===== src/rtl/in_service_ctrl_n.sv =====
// In-service register with rotating priority, EOI handling, nest depth and protocol-error flag.
// Optional IN_SERVICE_AUTO_EOI_EN adds an auto_eoi input that acknowledges without setting the ISR.

module in_service_ctrl_n_lane (
  input  logic isr_bit,
  input  logic clr_bit,
  input  logic set_bit,
  input  logic eoi_bit,
  output logic nxt_bit,
  output logic eoi_err
);
  // Set wins over a clear of the same level in the same cycle.
  assign nxt_bit = (isr_bit & ~clr_bit) | set_bit;
  assign eoi_err = eoi_bit & ~isr_bit;
endmodule

module in_service_ctrl_n #(
  parameter  int NUM_LEVELS = 8,
  localparam int LEVEL_W    = $clog2(NUM_LEVELS)
) (
  input  logic                  clock,
  input  logic                  reset_n,
  input  logic                  set_priority,
  input  logic [LEVEL_W-1:0]    priority_rotate_in,
  input  logic                  rotate_on_eoi,
  input  logic [NUM_LEVELS-1:0] interrupt,
  input  logic                  start_in_service,
  input  logic [NUM_LEVELS-1:0] end_of_interrupt,
  input  logic                  non_specific_eoi,
`ifdef IN_SERVICE_AUTO_EOI_EN
  input  logic                  auto_eoi,
`endif
  output logic [NUM_LEVELS-1:0] in_service_register,
  output logic [NUM_LEVELS-1:0] highest_level_in_service,
  output logic [LEVEL_W-1:0]    priority_rotate,
  output logic [LEVEL_W:0]      nest_depth,
  output logic                  protocol_error
);

  logic                  auto_en;
  logic [NUM_LEVELS-1:0] isr_nxt, clr, set, eoi_err;
  logic [LEVEL_W-1:0]    hi_idx, lvl, ack_idx, ptr_nxt;
  logic                  hi_found, ack_onehot, ack_ok, dup_err, err_nxt;
  logic [LEVEL_W:0]      depth_nxt;

`ifdef IN_SERVICE_AUTO_EOI_EN
  assign auto_en = auto_eoi;
`else
  assign auto_en = 1'b0;
`endif

  // Scan from lowest to highest priority so the last hit is the highest-priority level.
  always_comb begin
    hi_idx   = '0;
    hi_found = 1'b0;
    lvl      = '0;
    for (int i = NUM_LEVELS-1; i >= 0; i--) begin
      lvl = priority_rotate + LEVEL_W'(i + 1);
      if (in_service_register[lvl]) begin
        hi_idx   = lvl;
        hi_found = 1'b1;
      end
    end
  end

  assign highest_level_in_service = NUM_LEVELS'(hi_found) << hi_idx;

  always_comb begin
    ack_idx = '0;
    for (int i = 0; i < NUM_LEVELS; i++)
      if (interrupt[i]) ack_idx = LEVEL_W'(i);
  end

  assign ack_onehot = (interrupt != '0) && ((interrupt & (interrupt - 1'b1)) == '0);
  assign ack_ok     = start_in_service & ack_onehot;
  assign clr        = end_of_interrupt | (non_specific_eoi ? highest_level_in_service : '0);
  assign set        = (ack_ok & ~auto_en) ? interrupt : '0;

  genvar g;
  generate
    for (g = 0; g < NUM_LEVELS; g++) begin : g_lane
      in_service_ctrl_n_lane u_lane (
        .isr_bit (in_service_register[g]),
        .clr_bit (clr[g]),
        .set_bit (set[g]),
        .eoi_bit (end_of_interrupt[g]),
        .nxt_bit (isr_nxt[g]),
        .eoi_err (eoi_err[g])
      );
    end
  endgenerate

  always_comb begin
    depth_nxt = '0;
    for (int i = 0; i < NUM_LEVELS; i++)
      depth_nxt = depth_nxt + (LEVEL_W+1)'(isr_nxt[i]);
  end

  // A repeated acknowledge is only an error if the level is not also being cleared now.
  assign dup_err = ack_ok && ((in_service_register & interrupt) != '0) && ((clr & interrupt) == '0);

  assign err_nxt = (start_in_service & ~ack_onehot)
                 | dup_err
                 | (non_specific_eoi & ~hi_found)
                 | (|eoi_err);

  always_comb begin
    ptr_nxt = priority_rotate;
    if (non_specific_eoi && rotate_on_eoi && hi_found)
      ptr_nxt = hi_idx;
    else if (auto_en && ack_ok && rotate_on_eoi)
      ptr_nxt = ack_idx;
    else if (set_priority)
      ptr_nxt = priority_rotate_in;
  end

  always_ff @(posedge clock) begin
    if (!reset_n) begin
      in_service_register <= '0;
      priority_rotate     <= LEVEL_W'(NUM_LEVELS-1);
      nest_depth          <= '0;
      protocol_error      <= 1'b0;
    end else begin
      in_service_register <= isr_nxt;
      priority_rotate     <= ptr_nxt;
      nest_depth          <= depth_nxt;
      protocol_error      <= err_nxt;
    end
  end

endmodule


===== config.mk =====
export PLATFORM = sky130hd
export DESIGN_NAME = in_service_ctrl_n
export DESIGN_NICKNAME = d
export VERILOG_FILES = /design/src/rtl/in_service_ctrl_n.sv
export SDC_FILE = /design/constraint.sdc
export NUM_CORES = 1
export LEC_CHECK = 0
export BUFFER_PORTS_ARGS = -buffer_cell sky130_fd_sc_hd__buf_2
export CORE_MARGIN = 2
export CORE_UTILIZATION = 60
export DETAILED_ROUTE_END_ITERATION = 10
export GPL_ROUTABILITY_DRIVEN = 0
export PLACE_DENSITY = 0.87
export RECOVER_POWER = 50
export SETUP_SLACK_MARGIN = 0.2
export SLEW_MARGIN = 40
export SYNTH_ARGS = -nofsm -noshare
export SYNTH_HDL_FRONTEND = slang
export SYNTH_SLANG_ARGS = --single-unit

===== constraint.sdc =====
create_clock -name clock -period 14.8 [get_ports clock]
set_input_delay 0.74 -clock clock [delete_from_list [all_inputs] [get_ports clock]]
set_output_delay 0.74 -clock clock [all_outputs]
set_load 0.02 [all_outputs]

# After elaboration in Yosys (flattened, before gate mapping)

Index checks and enable logic that the tools add are counted.

Bits in registers: 16
Bits in latches: 0
Memory bits (writable): 0
Bits in read-only memories: 0
Output and inout port bits: 24
Memories kept: 0

Add/sub/neg operators: 15
Multiply operators: 0
Div/mod/pow operators: 0
Magnitude comparators: 8
Eq/ne operators: 0
Shifts and indexed selects: 1
Multiplexer cells: 36
Bitwise logic cells: 52
Reduce and logical (&&, ||, !) cells: 11

Operators with widths:

| kind                                                                  | count |
|---|---|
| 3-bit by 4-bit < comparator with 1-bit output (second input constant) | 8 |
| 3-bit two-way mux                                                     | 10 |
| 8-bit bitwise AND                                                     | 3 |
| 1-bit binary-select mux with 3-bit select                             | 8 |
| 1-bit bitwise AND                                                     | 19 |
| 1-bit inverter                                                        | 18 |
| 4-bit by 1-bit adder with 4-bit output                                | 4 |
| 8-bit zero test                                                       | 2 |
| 1-bit two-way mux                                                     | 16 |
| 8-bit two-way mux                                                     | 2 |
| 8-bit nonzero test                                                    | 2 |
| 3-bit adder (second input constant)                                   | 4 |
| 1-bit OR                                                              | 11 |
| 8-bit OR                                                              | 1 |
| 8-bit OR reduction                                                    | 1 |
| 1-bit by 3-bit << shifter with 8-bit output                           | 1 |
| 8-bit by 1-bit subtractor with 8-bit output (second input constant)   | 1 |
| 3-bit by 2-bit adder with 3-bit output (second input constant)        | 2 |
| 1-bit logical AND                                                     | 5 |
| 3-bit by 1-bit adder with 4-bit output                                | 1 |
| 2-bit by 1-bit adder with 3-bit output                                | 1 |
| 3-bit by 1-bit adder with 3-bit output (second input constant)        | 1 |
| 1-bit by 1-bit adder with 2-bit output                                | 1 |
| 2-bit nonzero test                                                    | 1 |

# Depth between registers and ports, before layout

Gate-level depths: netlist of run 1.

Word-level depth: 23
Mapped depth: 23
Mapped depth without buffers: 20

# Hierarchy

Synthesis of run 1 repeated with hierarchy kept, for this count alone.

Cell total of the unflattened synthesis: 279
Area, all modules: 2424.8 µm²

Modules (own cells, without submodules):

| module                 | instances | cells each | area an instance (µm²) | seq. area each (µm²) |
|---|---|---|---|---|
| in_service_ctrl_n      | 1         | 255        | 2284.7                 | 320.3 |
| in_service_ctrl_n_lane | 8         | 3          | 17.5                   | 0.0 |

# Worst setup path before layout of run 1

No wires, ideal clock.

Path kind: register to register
From: reg priority_rotate[1]
To: reg nest_depth[2]
Arrival time: 5.985 ns
Data required time: 14.685 ns
Setup slack: 8.700 ns
Stages on the path, launching flop included: 23
Buffers on the path: 3
Clock period less this slack: 6.100 ns
Cell sequence: dfxtp_1 -> buf_2 -> buf_1 -> inv_1 -> ha_1 -> buf_6 -> mux2i_1 -> mux4_2 -> o211a_1 -> o21ai_2 -> mux2_4 -> or4_1 -> a32o_2 -> fa_1 -> inv_1 -> fa_1 -> fa_1 -> inv_1 -> ha_1 -> inv_1 -> fa_1 -> xnor2_1 -> and2_1

Word-level cells in the longest chain between the ends: 23

RTL lines:

| item                                                                           | RTL line | source |
|---|---|---|
| start, declared                                                                | 35       | `output logic [LEVEL_W-1:0] priority_rotate,` |
| start signal, assigned                                                         | 120      | `priority_rotate <= LEVEL_W'(NUM_LEVELS-1);` |
| start signal, assigned                                                         | 125      | `priority_rotate <= ptr_nxt;` |
| 3-bit adder or 1-bit binary-select mux with 3-bit select (tied branches)       | 58, 59   |  |
| 1-bit binary-select mux with 3-bit select or 1-bit two-way mux (tied branches) | 59       | `if (in_service_register[lvl]) begin` |
| 1-bit two-way mux (implied by the code) or 3-bit two-way mux (tied branches)   | 59       |  |
| 1-bit two-way mux or 3-bit two-way mux (tied branches) (7 in series)           | 59       |  |
| 1-bit by 3-bit << shifter with 8-bit output (*)                                | 66       | `assign highest_level_in_service = NUM_LEVELS'(hi_found) << hi_idx;` |
| 8-bit two-way mux (*)                                                          | 76       | `assign clr = end_of_interrupt \| (non_specific_eoi ? highest_level_in_service : '0);` |
| 8-bit OR (*)                                                                   | 76       |  |
| 1-bit inverter (*)                                                             | 13       | `assign nxt_bit = (isr_bit & ~clr_bit) \| set_bit;` |
| 1-bit bitwise AND (*)                                                          | 13       |  |
| 1-bit OR (*)                                                                   | 13       |  |
| named net g_lane[1].u_lane.nxt_bit                                             | 9        | `output logic nxt_bit,` |
| 1-bit by 1-bit adder with 2-bit output (*)                                     | 96       | `depth_nxt = depth_nxt + (LEVEL_W+1)'(isr_nxt[i]);` |
| 2-bit by 1-bit adder with 3-bit output (*)                                     | 96       |  |
| 3-bit by 1-bit adder with 4-bit output (*)                                     | 96       |  |
| 4-bit by 1-bit adder with 4-bit output (*) (4 in series)                       | 96       |  |
| end signal, assigned                                                           | 126      | `nest_depth <= depth_nxt;` |
| end, declared                                                                  | 36       | `output logic [LEVEL_W:0] nest_depth,` |

Mark *: on every way through the listed nets, which the timed path passes. The rest lies on a longest branch. The select of a mux whose other input is x is not followed.
A chain may end at the register's enable or synchronous reset.

# Worst setup path in the final report of run 1

From: reg priority_rotate[0]
To: reg nest_depth[2]

RTL lines:

| item                                                                           | RTL line |
|---|---|
| 3-bit adder or 1-bit binary-select mux with 3-bit select (tied branches)       | 58, 59 |
| 1-bit binary-select mux with 3-bit select or 1-bit two-way mux (tied branches) | 59 |
| 1-bit two-way mux (implied by the code) or 3-bit two-way mux (tied branches)   | 59 |
| 1-bit two-way mux or 3-bit two-way mux (tied branches) (7 in series)           | 59 |
| 1-bit by 3-bit << shifter with 8-bit output (*)                                | 66 |
| 8-bit two-way mux (*)                                                          | 76 |
| 8-bit OR (*)                                                                   | 76 |
| 1-bit inverter (*)                                                             | 13 |
| 1-bit bitwise AND (*)                                                          | 13 |
| 1-bit OR (*)                                                                   | 13 |
| named net g_lane[3].u_lane.nxt_bit                                             | 9 |
| 3-bit by 1-bit adder with 4-bit output (*)                                     | 96 |
| 4-bit by 1-bit adder with 4-bit output (*) (4 in series)                       | 96 |

Marked as above.

==> flow_metrics.env, run 1 <==
export IMPL_fin_crit_sh=0.482
export IMPL_grt_overflow=0
export IMPL_grt_max_degree=20
export IMPL_setup_slack_ps=7670
export IMPL_setup_viol=0
export IMPL_synth_most_common_cell="nand2_1"
export IMPL_power_total_mw=0.179
export IMPL_min_path_type="reg2reg"
export IMPL_yosys_area_share_simple=0.202
export IMPL_ant_nets=0
export IMPL_async_reset_ff_frac=0
export IMPL_cp_max_fo=19
export IMPL_cts_resized=0
export IMPL_grtUsageTotal=0.301
export IMPL_clockBufferDepth=2
export IMPL_power_leakage_nw=0.972
export IMPL_synth_compound_area_frac=0.228
export IMPL_clock_skew_ps=5.54
export IMPL_routed_wl_um=6030
export IMPL_status="completed"
export IMPL_drt_iter0_drc=272
export IMPL_netlist_top_cells_count="26 x nand2_1, 21 x inv_1, 18 x nor2_1, 16 x dfxtp_1, 15 x mux2i_1"
export IMPL_cts_sinks=16
export IMPL_whs_path_depth=2
export IMPL_slowest_stage="dfxtp_1"
export IMPL_synthXorXnorAreaFrac=0.0161
export IMPL_diodes=0
export IMPL_netlist_area_sq_um=2180
export IMPL_muxShareOfSynthArea=0.222
export IMPL_antenna_found_initial=0
export IMPL_yosys_warnings=0
export IMPL_fillCellCount=294
export IMPL_wire_per_inst_um=18.3
export IMPL_htree_levels=1
export IMPL_cts_root_buf="clkbuf_4"
export IMPL_hold_ws_ps=732
export IMPL_crit_chain="inv_1 > ha_1 > mux4_1 > mux2i_1 > or2_2 > nand4_1 > a21oi_1 > nand4_1 > a32o_1 > fa_1 > inv_1 > fa_1 > fa_1 > inv_1 > ha_1 > inv_1 > fa_1 > xnor2_1 > and2_1"
export IMPL_grt_setup_unrepaired="false"
export IMPL_worstPathRequired_ps=14980
export IMPL_regArea_sq_um=320
export IMPL_die_w_um=64.3
export IMPL_synthTopCellsByArea="dfxtp_1 15%, mux4_2 11%, mux2i_1 6.9%"
export IMPL_period_minus_slack_ps=7130
export IMPL_initial_core_util=0.638
export IMPL_num_rows=21
export IMPL_drt_pass1_iter_count=5
export IMPL_vdd_drop_max_v=0.0000573
export IMPL_drv_slew=0
export IMPL_endpoint_kind="flop"
export IMPL_worst_slew_margin_rel=0.230
export IMPL_vias=2217
export IMPL_synth_cell_type_count=61
export IMPL_critPathMaxStageDelay_ps=900
export IMPL_nets=318
export IMPL_cts_inserted_buffers=3
export IMPL_cp_start_kind="flop"
export IMPL_cp_arrival_ps=7310
export IMPL_portBuffers=48
export IMPL_power_density_nw_per_um2=77.5
export IMPL_viasPerCell=6.74
export IMPL_synth_top_cell_area_share=0.147
export IMPL_design_area_sq_um=2310
export IMPL_area_delta_synth_final_pct=5.86
export IMPL_synth_nets=294
export IMPL_cts_tree="built"
export IMPL_post_place_ws_ps=8000
export IMPL_die_h_um=64.3
export IMPL_synth_edf_count=0
export IMPL_synth_fa_ha_area_frac=0.0700
export IMPL_core_area_sq_um=3420
export IMPL_grt_pass1_wl_um=9950
export IMPL_grt_pass1_vias=2056
export IMPL_top_level_ports=49
export IMPL_synth_seq_cells=16
export IMPL_synth_avg_cell_area_sq_um=8.38
export IMPL_hold_buffers=0
export IMPL_yosysTopAreaCell="dfxtp_1"
export IMPL_hpwlAfterDp_um=4340
export IMPL_drv_cap=0
export IMPL_insertion_delay_ps=280
export IMPL_cts_setup_buffers=0
export IMPL_yosysSeqAreaShare=0.147
export IMPL_worst_slew_pin_slew_ps=1150
export IMPL_synthFlopType="dfxtp_1"
export IMPL_finalHoldViolCount=0
export IMPL_multi_input_area_sq_um=1590
export IMPL_syn_inst=260
export IMPL_die_area_sq_um=4130
export IMPL_drc=0
export IMPL_clk_pin_slew_ps=100
export IMPL_synth_top_family_by_area="compound AO/OA/AOI/OAI gates"
export IMPL_reg2reg_depth=19
export IMPL_fmax_mhz=140
export IMPL_setup_tns_ps=0
export IMPL_drive_above_1_share=0.208
export IMPL_critPathKind="reg2reg"
export IMPL_dpl_cell_area_sq_um=2310
-- cells in the final DEF, fill, tap and decap left out, types with 4 or more instances in the layout --
| cell type | netlist | routed |
|---|---|---|
| buf_2 | 10 | 33 |
| nand2_1 | 26 | 26 |
| inv_1 | 21 | 21 |
| nor2_1 | 18 | 18 |
| dfxtp_1 | 16 | 16 |
| mux2i_1 | 15 | 15 |
| clkbuf_1 | 6 | 15 |
| mux4_2 | 11 | 11 |
| a22oi_1 | 9 | 9 |
| a21oi_1 | 7 | 9 |
| nand4_1 | 9 | 9 |
| and2_1 | 8 | 8 |
| o21ai_0 | 7 | 8 |
| nor2b_1 | 6 | 6 |
| ha_1 | 5 | 5 |
| mux2_2 | 4 | 4 |
| or4_1 | 4 | 4 |
| o22ai_1 | 4 | 4 |
| fa_1 | 4 | 4 |
-- cell families (layout without fill, tap and decap cells) --
family,Yosys count,after routing
AO/OA/AOI/OAI,62,62
AND/OR/NAND/NOR,86,86
XOR/XNOR,4,4
flip-flops,16,16
multiplexers,32,32
adder cells (fa/ha/maj),10,10
buffers and inverters,50,73
-- metrics by stage --
step           std cells  utilization
5_1_grt              329        0.675
3_3_place_gp         325        0.675
6_report             329        0.675
3_5_place_dp         325        0.675
2_1_floorplan        260            -
4_1_cts              329        0.686
-- per-layer routing --
metal / part of all wire / vias to the layer above / global-route usage
met4: 0.012 / 0 / 0.109
met5: 0 / - / 0
met1: 0.40 / 1046 / 0.410
met2: 0.50 / 148 / 0.500
li1: - / 1011 / -
met3: 0.092 / 12 / 0.0264
-- layout make-up --
type | count | area share
clock buffer | 4 | 0.0157
inverter | 21 | 0.0342
multi-input combinational | 194 | 0.690
sequential | 16 | 0.139
tap | 46 | 0.0249
timing repair buffer | 48 | 0.0960
-- final timing paths --
path                                startpoint                           endpoint  slack [ps]
max            priority_rotate[0]$_SDFFE_PN1P_           nest_depth[2]$_SDFF_PN0_        7670
min          in_service_register[0]$_SDFF_PN0_  in_service_register[0]$_SDFF_PN0_         730
max reg2reg    priority_rotate[0]$_SDFFE_PN1P_           nest_depth[2]$_SDFF_PN0_        7670
min reg2reg  in_service_register[0]$_SDFF_PN0_  in_service_register[0]$_SDFF_PN0_         730
-- power by group --
group / switching, mW / internal, mW / total, mW
clock network: 0.0139 / 0.0150 / 0.0288
registers: 0.00851 / 0.0457 / 0.0543
logic: 0.0584 / 0.0373 / 0.0957
total: 0.0808 / 0.0980 / 0.179
-- worst max-delay path: cells and delay by family (launching register included) --
kind | cells | cell delay (ps)
buffers and inverters | 4 | 410
multiplexers | 2 | 1110
AND/OR/NAND/NOR | 4 | 620
XOR/XNOR | 1 | 130
AO/OA/AOI/OAI | 2 | 1240
flip-flops | 1 | 900
adder cells (fa/ha/maj) | 6 | 2630
-- state kept, by name (all words and copies together), names as in the netlist --
register	flops
in_service_register	8
priority_rotate	3
nest_depth	4
protocol_error	1
Power figures use the tool's default switching activity.
==> run 2: changes to the inputs <==
--- a/config.mk
+++ b/config.mk
@@ -7,10 +7,10 @@
 export LEC_CHECK = 0
 export BUFFER_PORTS_ARGS = -buffer_cell sky130_fd_sc_hd__buf_2
 export CORE_MARGIN = 2
-export CORE_UTILIZATION = 60
+export CORE_UTILIZATION = 50
 export DETAILED_ROUTE_END_ITERATION = 10
 export GPL_ROUTABILITY_DRIVEN = 0
-export PLACE_DENSITY = 0.87
+export PLACE_DENSITY = 0.78
 export RECOVER_POWER = 50
 export SETUP_SLACK_MARGIN = 0.2
 export SLEW_MARGIN = 40
==> constraint.sdc (replaced) <==
create_clock -name clock -period 6.5 [get_ports clock]
set_input_delay 0.325 -clock clock [delete_from_list [all_inputs] [get_ports clock]]
set_output_delay 0.325 -clock clock [all_outputs]
set_load 0.02 [all_outputs]
==> run 2 against run 1 <==
Clock power rose to 3.2 times the previous value; clock skew increased by 5.0 ps; combinational power is 140% higher; sequential power grew 110%; worst hold slack worse by 350 ps; largest power group unchanged; highest routed layer unchanged.
==> flow_metrics.env, run 2 (same netlist as run 1, synthesis figures left out) <==
export IMPL_area_delta_synth_final_pct=9.01
export IMPL_cts_resized=0
export IMPL_grt_setup_unrepaired="false"
export IMPL_grt_pass1_wl_um=9370
export IMPL_whs_path_depth=2
export IMPL_final_cell_mix="34 x buf_2, 26 x nand2_1, 21 x inv_1"
export IMPL_nets=323
export IMPL_worstHoldEndpoint="priority_rotate[2]$_SDFFE_PN1P_"
export IMPL_mostFrequentLayoutCell="buf_2"
export IMPL_drt_iter0_drc=160
export IMPL_insertion_delay_ps=260
export IMPL_critPathKind="reg2reg"
export IMPL_worst_slew_margin_rel=0.444
export IMPL_top_register="in_service_register"
export IMPL_ant_nets=0
export IMPL_grtUsageTotal=0.234
export IMPL_setup_tns_ps=0
export IMPL_endpoint_kind="flop"
export IMPL_cts_root_buf="clkbuf_8"
export IMPL_top_regs="in_service_register: 8 flops, nest_depth: 4 flops, priority_rotate: 3 flops"
export IMPL_cp_start_kind="flop"
export IMPL_viasPerCell=6.42
export IMPL_min_path_type="in2reg"
export IMPL_p_comb_frac=0.533
export IMPL_num_rows=24
export IMPL_status="completed"
export IMPL_largest_reg_flops=8
export IMPL_drv_slew=0
export IMPL_die_w_um=70.0
export IMPL_wire_per_inst_um=17.1
export IMPL_grt_max_degree=19
export IMPL_drc=0
export IMPL_die_area_sq_um=4900
export IMPL_routed_wl_um=5830
export IMPL_finalHoldViolCount=0
export IMPL_setup_slack_ps=597
export IMPL_clock_skew_ps=10.6
export IMPL_portBuffers=48
export IMPL_clockBufferDepth=2
export IMPL_worst_r2r_setup_slack_ps=600
export IMPL_power_leakage_nw=1.00
export IMPL_power_density_nw_per_um2=185
export IMPL_drv_cap=0
export IMPL_die_h_um=70.0
export IMPL_p_int_mw=0.249
export IMPL_grt_pass1_vias=1980
export IMPL_cts_tree="built"
export IMPL_hold_buffers=0
export IMPL_rr_startpoint="priority_rotate[1]$_SDFFE_PN1P_"
export IMPL_antenna_found_initial=0
export IMPL_cts_inserted_buffers=3
export IMPL_drive_above_1_share=0.229
export IMPL_post_place_ws_ps=759
export IMPL_core_area_sq_um=4260
export IMPL_htree_levels=1
export IMPL_cp_max_fo=15
export IMPL_top_level_ports=49
export IMPL_vias=2182
export IMPL_cts_setup_buffers=0
export IMPL_seqPwrFrac=0.260
export IMPL_worst_slew_pin_slew_ps=834
export IMPL_power_frac_clock=0.208
export IMPL_fmax_mhz=169
export IMPL_reg2reg_depth=21
export IMPL_period_minus_slack_ps=5900
export IMPL_fin_crit_sh=0.908
export IMPL_hpwlAfterDp_um=4290
export IMPL_min_delay_start="reset_n"
export IMPL_setup_viol=0
export IMPL_drt_pass1_iter_count=5
export IMPL_diodes=0
export IMPL_swShare=0.434
export IMPL_cp_arrival_ps=6050
export IMPL_cts_sinks=16
export IMPL_worstPathRequired_ps=6650
export IMPL_r2r_end="nest_depth[2]$_SDFF_PN0_"
export IMPL_switchingPower_mw=0.191
export IMPL_vdd_drop_max_v=0.000127
export IMPL_grt_overflow=0
export IMPL_clk_pin_slew_ps=60
export IMPL_initial_core_util=0.511
[run 2: changes by cell type in the layout (fill, tap and decap cells not counted)]
| cell | before | now |
|---|---|---|
| buf_2 | 33 | 34 |
| mux2_1 | 0 | 1 |
| o21ai_0 | 8 | 7 |
| a21oi_1 | 9 | 8 |
| mux2_4 | 1 | 0 |
| a21oi_2 | 0 | 1 |
| buf_4 | 0 | 5 |
| clkbuf_8 | 1 | 4 |
| o21ai_2 | 1 | 2 |
| clkbuf_4 | 3 | 0 |
| clkbuf_1 | 15 | 14 |
[run 2: stage by stage]
step                instance area [sq um]  hold slack, ps  power (mW)   util  std cells
detailed placement                   2350             631       0.353  0.551        336
global placement                     2350             639       0.351  0.551        336
CTS                                  2410             371       0.445  0.564        340
floorplan                            2180             453       0.298      -        260
finish                               2380             379       0.440  0.557        340
global route                         2380             391       0.463  0.557        340
[run 2: metal layers]
metal,routed length [um],global-route usage,vias up
li1,-,-,1016
met1,2320,0.302,1023
met2,2860,0.411,121
met3,478,0.0188,22
met4,166,0.0791,0
met5,0,0,-
[run 2: worst max-delay path by stage]
stage	endpoint	slack [ps]	start
after floorplan	nest_depth[2]$_SDFF_PN0_	400	priority_rotate[1]$_SDFFE_PN1P_
after global placement	nest_depth[2]$_SDFF_PN0_	880	priority_rotate[0]$_SDFFE_PN1P_
after detailed placement	nest_depth[2]$_SDFF_PN0_	760	priority_rotate[0]$_SDFFE_PN1P_
after CTS	nest_depth[2]$_SDFF_PN0_	730	priority_rotate[0]$_SDFFE_PN1P_
after global routing	nest_depth[2]$_SDFF_PN0_	370	priority_rotate[0]$_SDFFE_PN1P_
final	nest_depth[2]$_SDFF_PN0_	600	priority_rotate[1]$_SDFFE_PN1P_
[run 2: layout make-up]
type | instances | area [sq um]
Clock buffer | 4 | 55.1
Fill cell | 390 | 1890
Inverter | 21 | 78.8
Multi-Input combinational cell | 194 | 1600
Sequential cell | 16 | 320
Tap cell | 52 | 65.1
Timing Repair Buffer | 53 | 260
[run 2: critical path: stages, from the launching register on]
cell	delay (ps)
dfxtp_1	320
inv_1	80
ha_1	310
buf_4	200
mux2i_1	130
mux4_2	520
o2111a_1	150
o311ai_1	380
a21oi_2	260
or3_1	550
o311ai_4	280
nand2_1	150
fa_1	530
inv_1	50
fa_1	510
fa_1	410
inv_1	70
ha_1	170
inv_1	60
fa_1	380
xnor2_1	130
and2_1	140
[run 2: power by group through the flow]
stage               registers [mW]  clock network, mW  logic (mW)
floorplan                    0.115                  0       0.183
global placement             0.116                  0       0.235
detailed placement           0.116                  0       0.237
CTS                          0.114             0.0923       0.239
global route                 0.115             0.0947       0.253
finish                       0.114             0.0914       0.234
